## config.mk

```make
export PLATFORM = sky130hd
export DESIGN_NAME = qspi_mem_target
export DESIGN_NICKNAME = d
export VERILOG_FILES = /design/src/rtl/qspi_pkg.sv /design/src/rtl/spi_pin_sync.sv /design/src/rtl/qspi_mem_target.sv
export SDC_FILE = /design/constraint.sdc
export NUM_CORES = 1
export LEC_CHECK = 0
export CORE_MARGIN = 1.5
export CORE_UTILIZATION = 40
export CTS_CLUSTER_SIZE = 20
export DETAILED_ROUTE_END_ITERATION = 8
export GPL_TIMING_DRIVEN = 0
export SLEW_MARGIN = 20
export SYNTH_ARGS = -nofsm -noshare
export SYNTH_HDL_FRONTEND = slang
export SYNTH_SLANG_ARGS = --single-unit
export TNS_END_PERCENT = 5
```

## constraint.sdc

```tcl
create_clock -name clock -period 2.55 [get_ports clock]
set_input_delay 0.51 -clock clock [delete_from_list [all_inputs] [get_ports clock]]
set_output_delay 0.51 -clock clock [all_outputs]
set_load 0.01 [all_outputs]
```

## src/rtl/qspi_pkg.sv

```systemverilog
// Shared types and constants for the quad-SPI memory target.
package qspi_pkg;

    typedef enum logic [2:0] {
        S_IDLE    = 3'd0,
        S_CMD     = 3'd1,
        S_ADDR    = 3'd2,
        S_DUMMY   = 3'd3,
        S_RD_DATA = 3'd4,
        S_WR_DATA = 3'd5,
        S_IGNORE  = 3'd6
    } qspi_state_e;

    localparam logic [7:0] CMD_READ_DEFAULT  = 8'hEB;
    localparam logic [7:0] CMD_WRITE_DEFAULT = 8'h38;
    localparam int         NIBBLES_PER_BYTE  = 2;

    function automatic logic [7:0] shift_nibble(input logic [7:0] cur, input logic [3:0] nib);
        return {cur[3:0], nib};
    endfunction

endpackage

```

## src/rtl/spi_pin_sync.sv

```systemverilog
// Two-flop synchronizers for sclk, cs_n and IO[3:0] with sclk edge and cs_n fall detection.
module spi_pin_sync (
    input  logic       clock,
    input  logic       reset,
    input  logic       sclk,
    input  logic       cs_n,
    input  logic [3:0] data,
    output logic       sclk_rise_s,
    output logic       sclk_fall_s,
    output logic       cs_n_s,
    output logic       cs_fall_s,
    output logic [3:0] data_s
);

    logic       sclk_m_r, sclk_s_r, sclk_q_r;
    logic       cs_m_r, cs_s_r, cs_q_r;
    logic [3:0] data_m_r, data_s_r;

    // Synchronizer chains plus one history flop each for edge detection
    always_ff @(posedge clock) begin
        if (reset) begin
            sclk_m_r <= 1'b0;
            sclk_s_r <= 1'b0;
            sclk_q_r <= 1'b0;
            cs_m_r   <= 1'b1;
            cs_s_r   <= 1'b1;
            cs_q_r   <= 1'b1;
            data_m_r <= 4'h0;
            data_s_r <= 4'h0;
        end else begin
            sclk_m_r <= sclk;
            sclk_s_r <= sclk_m_r;
            sclk_q_r <= sclk_s_r;
            cs_m_r   <= cs_n;
            cs_s_r   <= cs_m_r;
            cs_q_r   <= cs_s_r;
            data_m_r <= data;
            data_s_r <= data_m_r;
        end
    end

    assign sclk_rise_s = sclk_s_r & ~sclk_q_r;
    assign sclk_fall_s = ~sclk_s_r & sclk_q_r;
    assign cs_n_s      = cs_s_r;
    assign cs_fall_s   = ~cs_s_r & cs_q_r;
    assign data_s      = data_s_r;

endmodule

```

## src/rtl/qspi_mem_target.sv

```systemverilog
// Quad-SPI responder bridging host read/write commands onto a byte-wide memory port.
module qspi_mem_target
    import qspi_pkg::*;
#(
    parameter int         DATA_BUS_WIDTH = 8,
    parameter int         ADDRESS_WIDTH  = 16,
    parameter int         DUMMY_CYCLES   = 4,
    parameter logic [7:0] CMD_READ       = CMD_READ_DEFAULT,
    parameter logic [7:0] CMD_WRITE      = CMD_WRITE_DEFAULT
) (
    input  logic                      clock,
    input  logic                      reset,
    input  logic                      spi_clk_in,
    input  logic                      spi_cs_n_in,
    input  logic [3:0]                spi_data_in,
    output logic [3:0]                spi_data_out,
    output logic [3:0]                spi_data_oe,
    output logic [ADDRESS_WIDTH-1:0]  mem_addr,
    output logic [DATA_BUS_WIDTH-1:0] mem_wdata,
    output logic                      mem_we,
    output logic                      mem_re,
    input  logic [DATA_BUS_WIDTH-1:0] mem_rdata,
    output logic                      busy,
    output logic                      cmd_error
);

    localparam logic [7:0] ADDR_LAST  = 8'(ADDRESS_WIDTH / 4 - 1);
    localparam logic [7:0] DUMMY_LAST = 8'(DUMMY_CYCLES);
    localparam logic [7:0] BYTE_LAST  = 8'(NIBBLES_PER_BYTE - 1);
    localparam logic [ADDRESS_WIDTH-1:0] ADDR_ONE = {{(ADDRESS_WIDTH-1){1'b0}}, 1'b1};

    logic       sclk_rise_s, sclk_fall_s, cs_n_s, cs_fall_s;
    logic [3:0] data_s;
    logic [7:0] cmd_byte_s;
    logic       rd_state_s;

    qspi_state_e state_r, state_n;
    logic [7:0]                cnt_r, cnt_n;
    logic [3:0]                cmd_hi_r, cmd_hi_n;
    logic                      is_read_r, is_read_n;
    logic [ADDRESS_WIDTH-1:0]  addr_r, addr_n;
    logic [DATA_BUS_WIDTH-1:0] wdata_r, wdata_n;
    logic [DATA_BUS_WIDTH-1:0] rd_r, rd_n;
    logic                      we_r, we_n, re_r, re_n, re_d_r;
    logic                      err_r, err_n, busy_r, busy_n;
    logic [3:0]                out_r, out_n, out_c, oe_r, oe_n;

    spi_pin_sync u_sync (
        .clock       (clock),
        .reset       (reset),
        .sclk        (spi_clk_in),
        .cs_n        (spi_cs_n_in),
        .data        (spi_data_in),
        .sclk_rise_s (sclk_rise_s),
        .sclk_fall_s (sclk_fall_s),
        .cs_n_s      (cs_n_s),
        .cs_fall_s   (cs_fall_s),
        .data_s      (data_s)
    );

    assign cmd_byte_s = {cmd_hi_r, data_s};

    // State, counter and datapath registers
    always_ff @(posedge clock) begin
        if (reset) begin
            state_r   <= S_IDLE;
            cnt_r     <= 8'd0;
            cmd_hi_r  <= 4'h0;
            is_read_r <= 1'b0;
            addr_r    <= '0;
            wdata_r   <= '0;
            rd_r      <= '0;
            we_r      <= 1'b0;
            re_r      <= 1'b0;
            re_d_r    <= 1'b0;
            err_r     <= 1'b0;
            busy_r    <= 1'b0;
            out_r     <= 4'h0;
            oe_r      <= 4'h0;
        end else begin
            state_r   <= state_n;
            cnt_r     <= cnt_n;
            cmd_hi_r  <= cmd_hi_n;
            is_read_r <= is_read_n;
            addr_r    <= addr_n;
            wdata_r   <= wdata_n;
            rd_r      <= rd_n;
            we_r      <= we_n;
            re_r      <= re_n;
            re_d_r    <= re_r;
            err_r     <= err_n;
            busy_r    <= busy_n;
            out_r     <= out_n;
            oe_r      <= oe_n;
        end
    end

    // Next-state and datapath decode; a deasserted CS overrides every state
    always_comb begin
        state_n   = state_r;
        cnt_n     = cnt_r;
        cmd_hi_n  = cmd_hi_r;
        is_read_n = is_read_r;
        addr_n    = we_r ? (addr_r + ADDR_ONE) : addr_r;
        wdata_n   = wdata_r;
        rd_n      = re_d_r ? mem_rdata : rd_r;
        out_c     = out_r;
        we_n      = 1'b0;
        re_n      = 1'b0;
        err_n     = 1'b0;
        if ((state_r != S_IDLE) && cs_n_s) begin
            state_n = S_IDLE;
            cnt_n   = 8'd0;
        end else begin
            case (state_r)
                S_IDLE: begin
                    if (cs_fall_s) begin
                        state_n = S_CMD;
                        cnt_n   = 8'd0;
                    end else begin
                        state_n = S_IDLE;
                    end
                end
                S_CMD: begin
                    if (sclk_rise_s && (cnt_r == BYTE_LAST)) begin
                        cnt_n = 8'd0;
                        if (cmd_byte_s == CMD_READ) begin
                            state_n   = S_ADDR;
                            is_read_n = 1'b1;
                        end else if (cmd_byte_s == CMD_WRITE) begin
                            state_n   = S_ADDR;
                            is_read_n = 1'b0;
                        end else begin
                            state_n = S_IGNORE;
                            err_n   = 1'b1;
                        end
                    end else if (sclk_rise_s) begin
                        cmd_hi_n = data_s;
                        cnt_n    = cnt_r + 8'd1;
                    end else begin
                        cnt_n = cnt_r;
                    end
                end
                S_ADDR: begin
                    if (sclk_rise_s) begin
                        addr_n = {addr_r[ADDRESS_WIDTH-5:0], data_s};
                        if (cnt_r == ADDR_LAST) begin
                            cnt_n = 8'd0;
                            if (is_read_r) begin
                                state_n = S_DUMMY;
                                re_n    = 1'b1;
                            end else begin
                                state_n = S_WR_DATA;
                            end
                        end else begin
                            cnt_n = cnt_r + 8'd1;
                        end
                    end else begin
                        cnt_n = cnt_r;
                    end
                end
                S_DUMMY: begin
                    if (sclk_rise_s && (cnt_r != DUMMY_LAST)) begin
                        cnt_n = cnt_r + 8'd1;
                    end else if (sclk_fall_s && (cnt_r == DUMMY_LAST)) begin
                        state_n = S_RD_DATA;
                        out_c   = rd_r[7:4];
                        cnt_n   = 8'd0;
                    end else begin
                        cnt_n = cnt_r;
                    end
                end
                S_RD_DATA: begin
                    // Prefetch the next byte while its low nibble is still on the bus
                    if (sclk_fall_s && !cnt_r[0]) begin
                        out_c  = rd_r[3:0];
                        addr_n = addr_r + ADDR_ONE;
                        re_n   = 1'b1;
                        cnt_n  = 8'd1;
                    end else if (sclk_fall_s) begin
                        out_c = rd_r[7:4];
                        cnt_n = 8'd0;
                    end else begin
                        cnt_n = cnt_r;
                    end
                end
                S_WR_DATA: begin
                    if (sclk_rise_s) begin
                        wdata_n = shift_nibble(wdata_r, data_s);
                        if (cnt_r == BYTE_LAST) begin
                            we_n  = 1'b1;
                            cnt_n = 8'd0;
                        end else begin
                            cnt_n = cnt_r + 8'd1;
                        end
                    end else begin
                        cnt_n = cnt_r;
                    end
                end
                S_IGNORE: begin
                    state_n = S_IGNORE;
                end
                default: begin
                    state_n = S_IDLE;
                end
            endcase
        end
        rd_state_s = (state_n == S_RD_DATA);
        oe_n       = rd_state_s ? 4'hF : 4'h0;
        out_n      = rd_state_s ? out_c : 4'h0;
        busy_n     = (state_n != S_IDLE);
    end

    assign spi_data_out = out_r;
    assign spi_data_oe  = oe_r;
    assign mem_addr     = addr_r;
    assign mem_wdata    = wdata_r;
    assign mem_we       = we_r;
    assign mem_re       = re_r;
    assign busy         = busy_r;
    assign cmd_error    = err_r;

endmodule
```

* Yosys cells after proc, flatten, opt, wreduce, memory -nomap -nowiden
Index checks and enable logic that the tools add are counted.
** Word-level totals
- Latch bits :: 0
- Output and inout bits :: 36
- Logic and storage cells :: 122
- Memories :: 0
- RAM bits :: 0
- ROM bits :: 0
- Flip-flop bits (word level) :: 75
** Cells by class
- Reduce and logical (&&, ||, !) cells :: 22
- Eq/ne operators :: 21
- Divide/modulo/power cells :: 0
- $mul :: 0
- Mux-type cells :: 43
- Add/subtract/negate cells :: 2
- Bitwise gates (word level) :: 12
- Shift-type cells :: 0
- $lt $le $gt $ge :: 0
** Operators with widths (count)
- two-way mux 8 bit :: 11
- two-way mux 16 bit :: 4
- case mux 8 bit (6 select lines) :: 1
- case mux 16 bit (2 select lines) :: 1
- two-way mux 3 bit :: 9
- two-way mux 4 bit :: 5
- case mux 3 bit (6 select lines) :: 1
- adder 16 x 1 -> 16 bit, second input constant :: 1
- equality test 3 bit, second input constant :: 4
- inequality test 2 bit, second input constant :: 5
- two-way mux 1 bit :: 9
- inequality test 3 bit, second input constant :: 3
- NOT 1 bit :: 9
- adder 8 x 1 -> 8 bit, second input constant :: 1
- equality test 8 x 1 -> 1 bit, second input constant :: 1
- equality test 8 x 2 -> 1 bit, second input constant :: 1
- equality test 8 x 3 -> 1 bit, second input constant :: 1
- equality test 8 x 6 -> 1 bit, second input constant :: 1
- equality test 8 bit, second input constant :: 1
- inequality test 8 x 3 -> 1 bit, second input constant :: 1
- case mux 4 bit (2 select lines) :: 1
- AND reduction 4 bit :: 2
- AND reduction 7 bit :: 1
- equality test 3 x 2 -> 1 bit, second input constant :: 2
- other kinds (14) :: 24

* Longest topological paths before layout
Gate-level depths: netlist of the first run.
- Depth in word-level cells :: 10
- Mapped depth :: 8

* Cells and area by module
Synthesis of the first run repeated with hierarchy kept, for this count alone.
** Unflattened totals
- Cells, all modules :: 454
- Area, all modules :: 3851.2 sq um
** By module, submodules not included
- qspi_mem_target :: area each 3449.6 sq um, instances 1, sequential area each 1161.1 sq um, cells an instance 422
- spi_pin_sync :: area each 401.6 sq um, instances 1, sequential area each 280.3 sq um, cells an instance 32

* Least setup slack after synthesis of the first run
OpenSTA, ideal clock, no wires.
- Kind :: flip-flop to flip-flop
- Start point :: reg cnt_r[0]
- End point :: reg out_r[0] (netlist: spi_data_out[0])
- Data required time :: 2.464 ns
- Cell stages (with the launch flop) :: 8
- Data arrival time :: 1.781 ns
- Buffers on the path :: 0
- Slack :: 0.683 ns
- Path through :: dfxtp_1 > ha_1 > nor4b_2 > a311oi_1 > a211oi_1 > nor3b_1 > nand2_2 > a211oi_1
** On the way
- Word-level cells in the longest chain between the ends :: 9
** Ends and longest elaborated chain
- start, declared :: RTL line qspi_mem_target.sv:38 : logic [7:0] cnt_r, cnt_n;
- start signal, assigned :: RTL line qspi_mem_target.sv:82 : cnt_r <= cnt_n;
- equality test 8 x 3 -> 1 bit :: RTL line qspi_mem_target.sv:165 : end else if (sclk_fall_s && (cnt_r == DUMMY_LAST)) begin
- logical AND 1 bit :: RTL line qspi_mem_target.sv:165
- two-way mux 3 bit :: RTL line qspi_mem_target.sv:165
- two-way mux 3 bit :: RTL line qspi_mem_target.sv:163 : if (sclk_rise_s && (cnt_r != DUMMY_LAST)) begin
- case mux 3 bit (6 select lines) :: RTL line qspi_mem_target.sv:115 : case (state_r)
- two-way mux 3 bit :: RTL line qspi_mem_target.sv:111 : if ((state_r != S_IDLE) && cs_n_s) begin
- equality test 3 bit :: RTL line qspi_mem_target.sv:208 : rd_state_s = (state_n == S_RD_DATA);
- NOT 1 bit (no source line)
- OR reduction 2 bit (no source line)
- end signal, assigned :: RTL line qspi_mem_target.sv:93 : out_r <= out_n;
- end, declared :: RTL line qspi_mem_target.sv:46 : logic [3:0] out_r, out_n, out_c, oe_r, oe_n;
Several ways; a longest one is shown, not always the timed one.
A chain may end at the register's enable or synchronous reset.

==> impl_metrics.py, run 1 <==
metrics = {
    "cts": {
        "clock_path_buffers": 2,
        "post_cts_resized": 0,
        "ctsHoldBuffers": 0,
        "cts_sinks": 72,
        "cts_setup_buffers": 0,
        "clock_latency_ns": 0.35,
        "clk_pin_slew_ns": 0.09,
        "root_buffer": "clkbuf_8",
        "cts_made_buffers": 9,
        "cts_tree": "built",
        "cts_max_level": 3,
    },
    "sta": {
        "finalCriticalPeriod_ns": 2.218,
        "tightest_slew_ns": 0.6246,
        "setup_viol": 0,
        "setup_tns_ns": 0,
        "rsz0062_at_grt": "no",
        "fmax_ghz": 0.4508,
        "slew_violations": 0,
        "layout_setup_ws_ns": 0.3317,
        "hold_viol_final": 0,
        "finalCritPeriodShare_pct": 86.99,
        "slew_headroom_pct": 58.18,
        "fin_skew_ns": 0.01242,
    },
    "power": {
        "power_mw": 2.267,
        "ir_drop_mv": 0.2759,
        "powerDensity_nw_per_um2": 473.5,
        "power_leakage_nw": 1.708,
    },
    "grt": {
        "gr-usage-met1_pct": 27.69,
        "grt_max_degree": 14,
        "grt_use_total_pct": 20.08,
        "grt_overflow": 0,
        "antenna_found_initial": 0,
        "grt_util_met3_pct": 4.417,
        "grt_pass1_wl_um": 16130,
        "grt-busiest-layer": "met2",
        "grt_pass1_vias": 3262,
        "met2_usage_pct": 30.77,
    },
    "synthesis": {
        "avgSynthCellArea_um2": 8.483,
        "synth-async-reset-ratio_pct": 0,
        "synthDistinctLibCells": 64,
        "ys_seq_elements": 72,
        "synthTopCellsByArea": "dfxtp_1, mux2i_1, nor2_1, xor2_1, nand2_1",
        "synth_area_leader_cell": "dfxtp_1",
        "synth_top_area_share_pct": 37.02,
        "synth_common_cells": "dfxtp_1, nor2_1, nand2_1, mux2i_1, xor2_1",
        "synth_edf_count": 0,
        "synth.most_common_cell": "dfxtp_1",
        "ys_seq_area_share_pct": 37.02,
        "synth-warning-count": 0,
        "synthCells": 459,
        "synth_area_um2": 3894,
        "synthFlopType": "dfxtp_1",
        "syn_nets": 479,
    },
    "placement": {
        "placed_cells": 639,
        "placement.io_buffers": 51,
        "dpl.hpwl_um": 7277,
        "dp_slack_ns": 0.02543,
        "gp_congestion": 0.9326,
    },
    "die": {
        "coreArea_um2": 9328,
        "chipHeight_um": 101.7,
        "ioPinCount": 52,
        "die_area_um2": 10330,
        "die_w_um": 101.7,
        "initial_utilization_pct": 41.74,
        "rows": 35,
    },
    "worst_setup_path": {
        "worstSetupPathType": "input pin to register",
        "cp.arrival_ns": 2.52,
        "r2r_end": "spi_data_out[0]",
        "cp_max_fo": 6,
        "reg2reg_from": "cnt_r[0]",
        "cp.required_ns": 2.85,
        "crit_path_end_kind": "register",
        "rrSetupSlack_ns": 0.34,
        "startpoint_type": "input pin",
        "reg2reg_depth": 7,
    },
    "finish": {
        "final_cells": 655,
        "nets": 541,
        "regArea_um2": 1443,
        "antenna_cells": 0,
        "multi_input_area_um2": 2266,
        "layout-drive-gt1-share_pct": 9.886,
        "fillerInstances": 900,
        "final_util_pct": 51.32,
        "syn_to_final_growth_pct": 22.94,
    },
    "routing": {
        "vias": 3547,
        "drc": 0,
        "ant_nets": 0,
        "dr.pass1.iters": 4,
        "routedWlPerCell_um": 15.19,
        "drtIter0Drc": 200,
        "finalWirelength_um": 9949,
        "viasPerCell": 5.415,
    },
    "run": {
        "drv_cap": 0,
    },
    "outcome": {
        "status": "completed",
    },
    "hold_path": {
        "hp-class": "register to register",
        "hold_depth": 1,
        "hold_path_end": "u_sync.cs_n_s",
        "min_from": "u_sync.cs_m_r",
    },
}
## cell usage in the layout, fill, tap and decap left out, drive strengths merged, types with 9 or more instances in the layout
master,count
dfxtp,72
nor2,63
clkdlybuf4s50,51
nand2,36
mux2i,27
xor2,23
o21ai,21
clkbuf,21
buf,20
nand3,19
nor2b,18
nor3,13
nand4,12
and2,9
a21oi,9
inv,9
## sequential cells by signal, summed over array words and instances, names as in the netlist, 3 cells and up
signal / flops
cmd_hi_r: 4
cnt_r: 8
mem_addr: 16
mem_wdata: 8
rd_r: 8
spi_data_out: 4
state_r: 3
u_sync.data_m_r: 4
u_sync.data_s: 4
## cells by family (layout without fill, tap and decap cells)
family          Yosys count  count (layout)  synth area share (%)
fa+ha+maj                 4               4                 1.285
compound gates           84              84                 15.71
buf+inv                  39             106                 4.788
simple gates            206             206                 28.18
flops                    72              72                 37.02
mux                      27              27                 6.941
xor+xnor                 27              27                 6.073
## final cells by class
class                   instances  share of cell area, %
multi-input cells             348                  47.33
flip-flops and latches         72                  30.14
repair buffers                 51                  10.66
inverters                       8                 0.6273
well taps                     129                  3.372
plain buffers                  31                  3.267
clock buffers                  10                  2.666
clock inverters                 6                  1.934
## layer usage
metal | wire (um) | vias to the layer above
li1 | - | 1753
met1 | 4669 | 1661
met2 | 4549 | 119
met3 | 579 | 14
met4 | 152 | 0
met5 | 0 | -
## critical path, cell delays in order
cell and delay [ns]:
clkdlybuf4s50_1 0.51, or2_2 0.35, nor3_1 0.53, a22oi_1 0.24, nor4_1 0.24, a221o_1 0.14
## how the worst max path moves through the flow
stage / slack (ns) / endpoint / from / depth (start not counted)
after floorplan: 0.68 / spi_data_out[0] / cnt_r[0] / 7
after global placement: 0.03 / mem_addr[5] / reset / 6
after detailed placement: 0.03 / mem_addr[5] / reset / 6
after CTS: 0.22 / spi_data_out[2] / cnt_r[0] / 7
after global routing: 0.05 / spi_data_out[1] / cnt_r[0] / 7
final: 0.33 / mem_addr[5] / reset / 6
## power breakdown
group          internal, mW  total [mW]  switching (mW)  leakage (nW)
combinational        0.0498       0.118          0.0682          1.02
clock                 0.556        1.00           0.449         0.103
sequential             1.13        1.14         0.00906         0.583
## per-stage QoR
step           hold slack [ns]  area [um^2]
2_1_floorplan           0.3895         3894
3_3_place_gp            0.3922         4566
3_5_place_dp            0.4010         4566
4_1_cts                 0.4187         4786
5_1_grt                 0.4250         4787
6_report                0.4154         4787
(Power assumes the default switching activity.)
==> inputs of run 2 (changes only) <==
- SLEW_MARGIN: 20 -> 0
- clock period: 2.55 -> 1.89 ns (I/O delays scaled with it)
==> impl_metrics.py, run 2 (synthesized netlist as in run 1, its figures left out) <==
metrics = {
    "outcome": {
        "status": "finished, violations left",
        "violations": "setup timing",
    },
    "placement": {
        "place_area_um2": 4566,
        "placed_cells": 639,
        "gp_congestion": 0.9326,
        "placement.io_buffers": 51,
        "dpl.hpwl_um": 7277,
    },
    "finish": {
        "final_cells": 670,
        "fillerInstances": 859,
        "multi_input_area_um2": 2517,
        "final_cell_mix": "dfxtp_1, nor2_1, clkdlybuf4s50_1, nand2_1, mux2i_1",
        "fin_area_um2": 5238,
        "layout-drive-gt1-share_pct": 22.74,
        "largest_reg_flops": 16,
        "antenna_cells": 0,
        "final_common_cell": "dfxtp_1",
        "regArea_um2": 1463,
        "nets": 556,
        "syn_to_final_growth_pct": 34.51,
    },
    "sta": {
        "rsz0062_at_grt": "yes",
        "slew_violations": 0,
        "finalCriticalPeriod_ns": 1.966,
        "tightest_slew_ns": 0.5559,
        "layout_setup_ws_ns": -0.07610,
        "fmax_ghz": 0.5086,
        "hold_viol_final": 0,
        "fin_skew_ns": 0.01305,
        "slew_headroom_pct": 62.94,
        "finalCritPeriodShare_pct": 104.0,
        "setup_viol": 12,
    },
    "cts": {
        "clk_pin_slew_ns": 0.09,
        "cts_tree": "built",
        "root_buffer": "clkbuf_8",
        "cts_made_buffers": 9,
        "cts_max_level": 3,
        "clock_latency_ns": 0.36,
        "ctsHoldBuffers": 0,
        "clock_path_buffers": 2,
        "cts_sinks": 72,
    },
    "die": {
        "ioPinCount": 52,
        "chipHeight_um": 101.7,
        "coreArea_um2": 9328,
        "die_w_um": 101.7,
        "initial_utilization_pct": 41.74,
        "die_area_um2": 10330,
        "rows": 35,
    },
    "worst_setup_path": {
        "cp.arrival_ns": 2.21,
        "cp_max_fo": 5,
        "reg2reg_from": "cnt_r[0]",
        "worstSetupPathType": "register to register",
        "startpoint_type": "register",
        "startpoint": "cnt_r[0]",
        "crit_path_end_kind": "register",
        "cp.required_ns": 2.14,
    },
    "grt": {
        "grt_pass1_vias": 3374,
        "grt_overflow": 0,
        "grt_use_total_pct": 20.59,
        "antenna_found_initial": 0,
        "grt_pass1_wl_um": 16530,
        "grt_max_degree": 14,
    },
    "routing": {
        "viasPerCell": 5.467,
        "finalWirelength_um": 10650,
        "drtIter0Drc": 218,
        "drc": 0,
        "vias": 3663,
        "routedWlPerCell_um": 15.90,
        "dr.pass1.iters": 5,
        "ant_nets": 0,
    },
    "hold_path": {
        "min_from": "u_sync.cs_m_r",
        "hp-class": "register to register",
    },
    "power": {
        "power_leakage_nw": 1.866,
        "ir_drop_mv": 0.4017,
        "powerDensity_nw_per_um2": 590.6,
    },
    "run": {
        "drv_cap": 0,
    },
}
run 2: layer usage:
metal,vias up,GRT usage (%),wire (um)
li1,1794,-,-
met1,1754,28.00,4900
met2,103,32.36,5103
met3,12,4.210,514
met4,0,7.372,133
met5,-,0,0
run 2: layout make-up:
| class | instances | share of cell area (%) |
|---|---|---|
| clock buffers | 10 | 2.437 |
| well taps | 129 | 3.082 |
| flip-flops and latches | 72 | 27.93 |
| inverters | 8 | 0.5733 |
| multi-input cells | 348 | 48.06 |
| plain buffers | 28 | 3.273 |
| repair buffers | 69 | 12.88 |
| clock inverters | 6 | 1.768 |
run 2: repair_timing:
item                                   4_1_cts  5_1_grt
gates cloned                                 0        0
setup buffers                               11        7
pin swaps                                   11       17
resized for setup                           35       51
endpoints found under the hold margin        0        0
setup endpoints to repair                   27       41
run 2: stage by stage:
stage               TNS [ns]  power [mW]  setup slack, ns  utilization, %  hold slack (ns)
floorplan                  0       1.666          0.02325               -           0.3895
global placement      -11.43       1.736          -0.4972           48.95           0.3922
detailed placement    -12.35       1.737          -0.5026           48.95           0.4010
CTS                 -0.05599       3.100         -0.03204           53.72           0.4187
global route          -1.910       3.207          -0.1549           56.15           0.4244
finish               -0.3551       3.093         -0.07610           56.15           0.4153
run 2: final timing paths:
path	endpoint	slack [ns]	cells past startpoint
setup / recovery	mem_addr[0]	-0.08	7
hold / removal	u_sync.cs_n_s	0.42	1
setup reg to reg	mem_addr[0]	-0.08	7
hold reg to reg	u_sync.cs_n_s	0.42	1
run 2: power by group:
group          switching [mW]  internal [mW]  total (mW)
Combinational           0.105         0.0846       0.190
Sequential             0.0129           1.53        1.54
Clock                   0.612          0.750        1.36
run 2: worst max-delay path, stage by stage (launching register included):
cell and delay [ns]:
dfxtp_4 0.38, buf_4 0.15, or3b_4 0.42, a22oi_2 0.27, nor3_2 0.09, nor2_2 0.19
nor2_1 0.06, a221o_1 0.31
==> inputs of run 3 (changes only) <==
- PLACE_DENSITY: not set -> 0.73
==> impl_metrics.py, run 3 (synthesized netlist as in run 1, its figures left out) <==
metrics = {
    "power": {
        "combPwrFrac_pct": 6.0,
        "netSwitchingPower_uw": 753.6,
        "power_leakage_nw": 1.849,
        "powerDensity_nw_per_um2": 577.7,
        "pwr-share-seq_pct": 51.7,
        "netSwitchingFraction_pct": 25.27,
        "intPower_mw": 2.229,
        "p_clk_share_pct": 42.3,
        "ir_drop_mv": 0.3915,
        "power_mw": 2.982,
    },
    "die": {
        "die_w_um": 101.7,
        "chipHeight_um": 101.7,
        "initial_utilization_pct": 41.74,
        "die_area_um2": 10330,
        "coreArea_um2": 9328,
        "rows": 35,
        "ioPinCount": 52,
    },
    "worst_setup_path": {
        "path_delay_family": "simple AND/OR/NAND/NOR gates",
        "reg2reg_depth": 6,
        "reg2reg_from": "u_sync.data_s[0]",
        "crit_path_end_kind": "register",
        "worst-path-buf-inv": 0,
        "critPathMaxStageDelay_ns": 0.55,
        "cp.arrival_ns": 2.20,
        "cp.required_ns": 2.12,
        "cp_max_fo": 5,
        "worstSetupPathType": "register to register",
        "startpoint_type": "register",
        "cp.depth": 6,
        "critPathCapture": "spi_data_out[3]",
        "path_cells": "or4b_4 -> mux2i_4 -> a21oi_2 -> o41a_1 -> nand2_4 -> a211oi_2",
        "rrSetupSlack_ns": -0.08,
        "startpoint": "u_sync.data_s[0]",
        "critPathSlowestCell": "or4b_4",
        "r2r_end": "spi_data_out[3]",
    },
    "grt": {
        "grt_overflow": 0,
        "antenna_found_initial": 0,
        "grt_use_total_pct": 20.34,
        "grt_pass1_wl_um": 16570,
        "grt_max_degree": 15,
        "grt_pass1_vias": 3397,
    },
    "cts": {
        "clk_pin_slew_ns": 0.08,
        "clock_latency_ns": 0.35,
        "cts_tree": "built",
        "cts_made_buffers": 9,
        "cts_sinks": 72,
        "root_buffer": "clkbuf_8",
        "cts_max_level": 3,
        "clock_path_buffers": 2,
    },
    "routing": {
        "viasPerCell": 5.570,
        "vias": 3721,
        "ant_nets": 0,
        "finalWirelength_um": 10500,
        "routedWlPerCell_um": 15.71,
        "drtIter0Drc": 246,
        "dr.pass1.iters": 4,
        "drc": 0,
    },
    "sta": {
        "slew_violations": 0,
        "hold-worst-slack_ns": 0.4124,
        "fin_skew_ns": 0.009548,
        "finalCriticalPeriod_ns": 1.969,
        "tightest_slew_ns": 0.5754,
        "finalCritPeriodShare_pct": 104.2,
        "layout_setup_ws_ns": -0.07890,
        "rsz0062_at_grt": "yes",
        "setup_viol": 8,
        "hold_viol_final": 0,
        "fmax_ghz": 0.5079,
        "slew_headroom_pct": 61.64,
    },
    "finish": {
        "largest_reg_flops": 16,
        "nets": 554,
        "syn_to_final_growth_pct": 32.58,
        "final_common_cell": "dfxtp_1",
        "final_cell_mix": "dfxtp_1, nor2_1, clkdlybuf4s50_1, nand2_1, mux2i_1",
        "layout-drive-gt1-share_pct": 22.26,
        "antenna_cells": 0,
    },
    "placement": {
        "gp_congestion": 0.9076,
        "placement.io_buffers": 51,
        "dpl.hpwl_um": 7396,
    },
    "run": {
        "drv_cap": 0,
    },
    "hold_path": {
        "hp-class": "register to register",
    },
    "outcome": {
        "status": "finished, violations left",
        "violations": "setup timing",
    },
}
==> run 3: changes by cell type in the layout (fill, tap and decap cells not counted), sizes merged <==
| cell | before | now |
|---|---|---|
| bufinv | 2 | 1 |
| buf | 35 | 32 |
| inv | 9 | 11 |
==> run 3: worst min path at each step <==
stage | start | endpoint | slack, ns | cells past startpoint
after global routing | u_sync.cs_m_r | u_sync.cs_n_s | 0.42 | 1
final | u_sync.cs_m_r | u_sync.cs_n_s | 0.41 | 1
after global placement | u_sync.cs_m_r | u_sync.cs_n_s | 0.39 | 1
after detailed placement | u_sync.cs_m_r | u_sync.cs_n_s | 0.40 | 1
after floorplan | u_sync.cs_m_r | u_sync.cs_n_s | 0.39 | 1
after CTS | u_sync.cs_m_r | u_sync.cs_n_s | 0.42 | 1
==> run 3: power by group through the flow <==
| stage | combinational (mW) | clock (mW) | sequential, mW |
|---|---|---|---|
| 3_3_place_gp | 0.154 | 0 | 1.58 |
| 4_1_cts | 0.166 | 1.28 | 1.54 |
| 5_1_grt | 0.193 | 1.34 | 1.54 |
| 3_5_place_dp | 0.156 | 0 | 1.58 |
| 6_report | 0.179 | 1.26 | 1.54 |
| 2_1_floorplan | 0.0918 | 0 | 1.57 |
==> run 3: per-stage QoR <==
step           utilization, %  cell area, um^2  instances  setup slack, ns  setup TNS [ns]
2_1_floorplan               -             3894        459          0.02325               0
3_3_place_gp            48.95             4566        639          -0.4333          -10.16
3_5_place_dp            48.95             4566        639          -0.4556          -11.78
4_1_cts                 53.13             4956        660         -0.02688         -0.1803
5_1_grt                 55.35             5162        668          -0.1384          -1.543
6_report                55.35             5162        668         -0.07890         -0.4227
==> run 3: per-layer routing <==
layer  part of all wire, %  routed length, um  GRT usage (%)
met1                    45               4692          27.55
met2                    48               5015          32.26
met3                   5.3                560          3.727
met4                   2.2                229          7.585
met5                     0                  0              0
==> run 3: worst reg2reg max path, cell delays in order (launching register included) <==
cell and delay [ns]:
dfxtp_4 0.37, or4b_4 0.56, mux2i_4 0.17, a21oi_2 0.09, o41a_1 0.48, nand2_4 0.14, a211oi_2 0.05
==> run 3: repair_timing <==
action / 4_1_cts / 5_1_grt
hold buffers: 0 / 0
resized for setup: 37 / 42
endpoints found under the setup margin: 27 / 42
buffers inserted: 7 / 9
pin swaps: 10 / 9
==> run 3: cell type report <==
cell class / count / area (um^2)
fill: 815 / 4165
timing repair buffer: 67 / 650.6
sequential: 72 / 1463
clock inverter: 7 / 76.32
tap: 129 / 161.4
inverter: 8 / 30.03
buffer: 28 / 168.9
multi-input combinational: 348 / 2489
clock buffer: 9 / 123.9
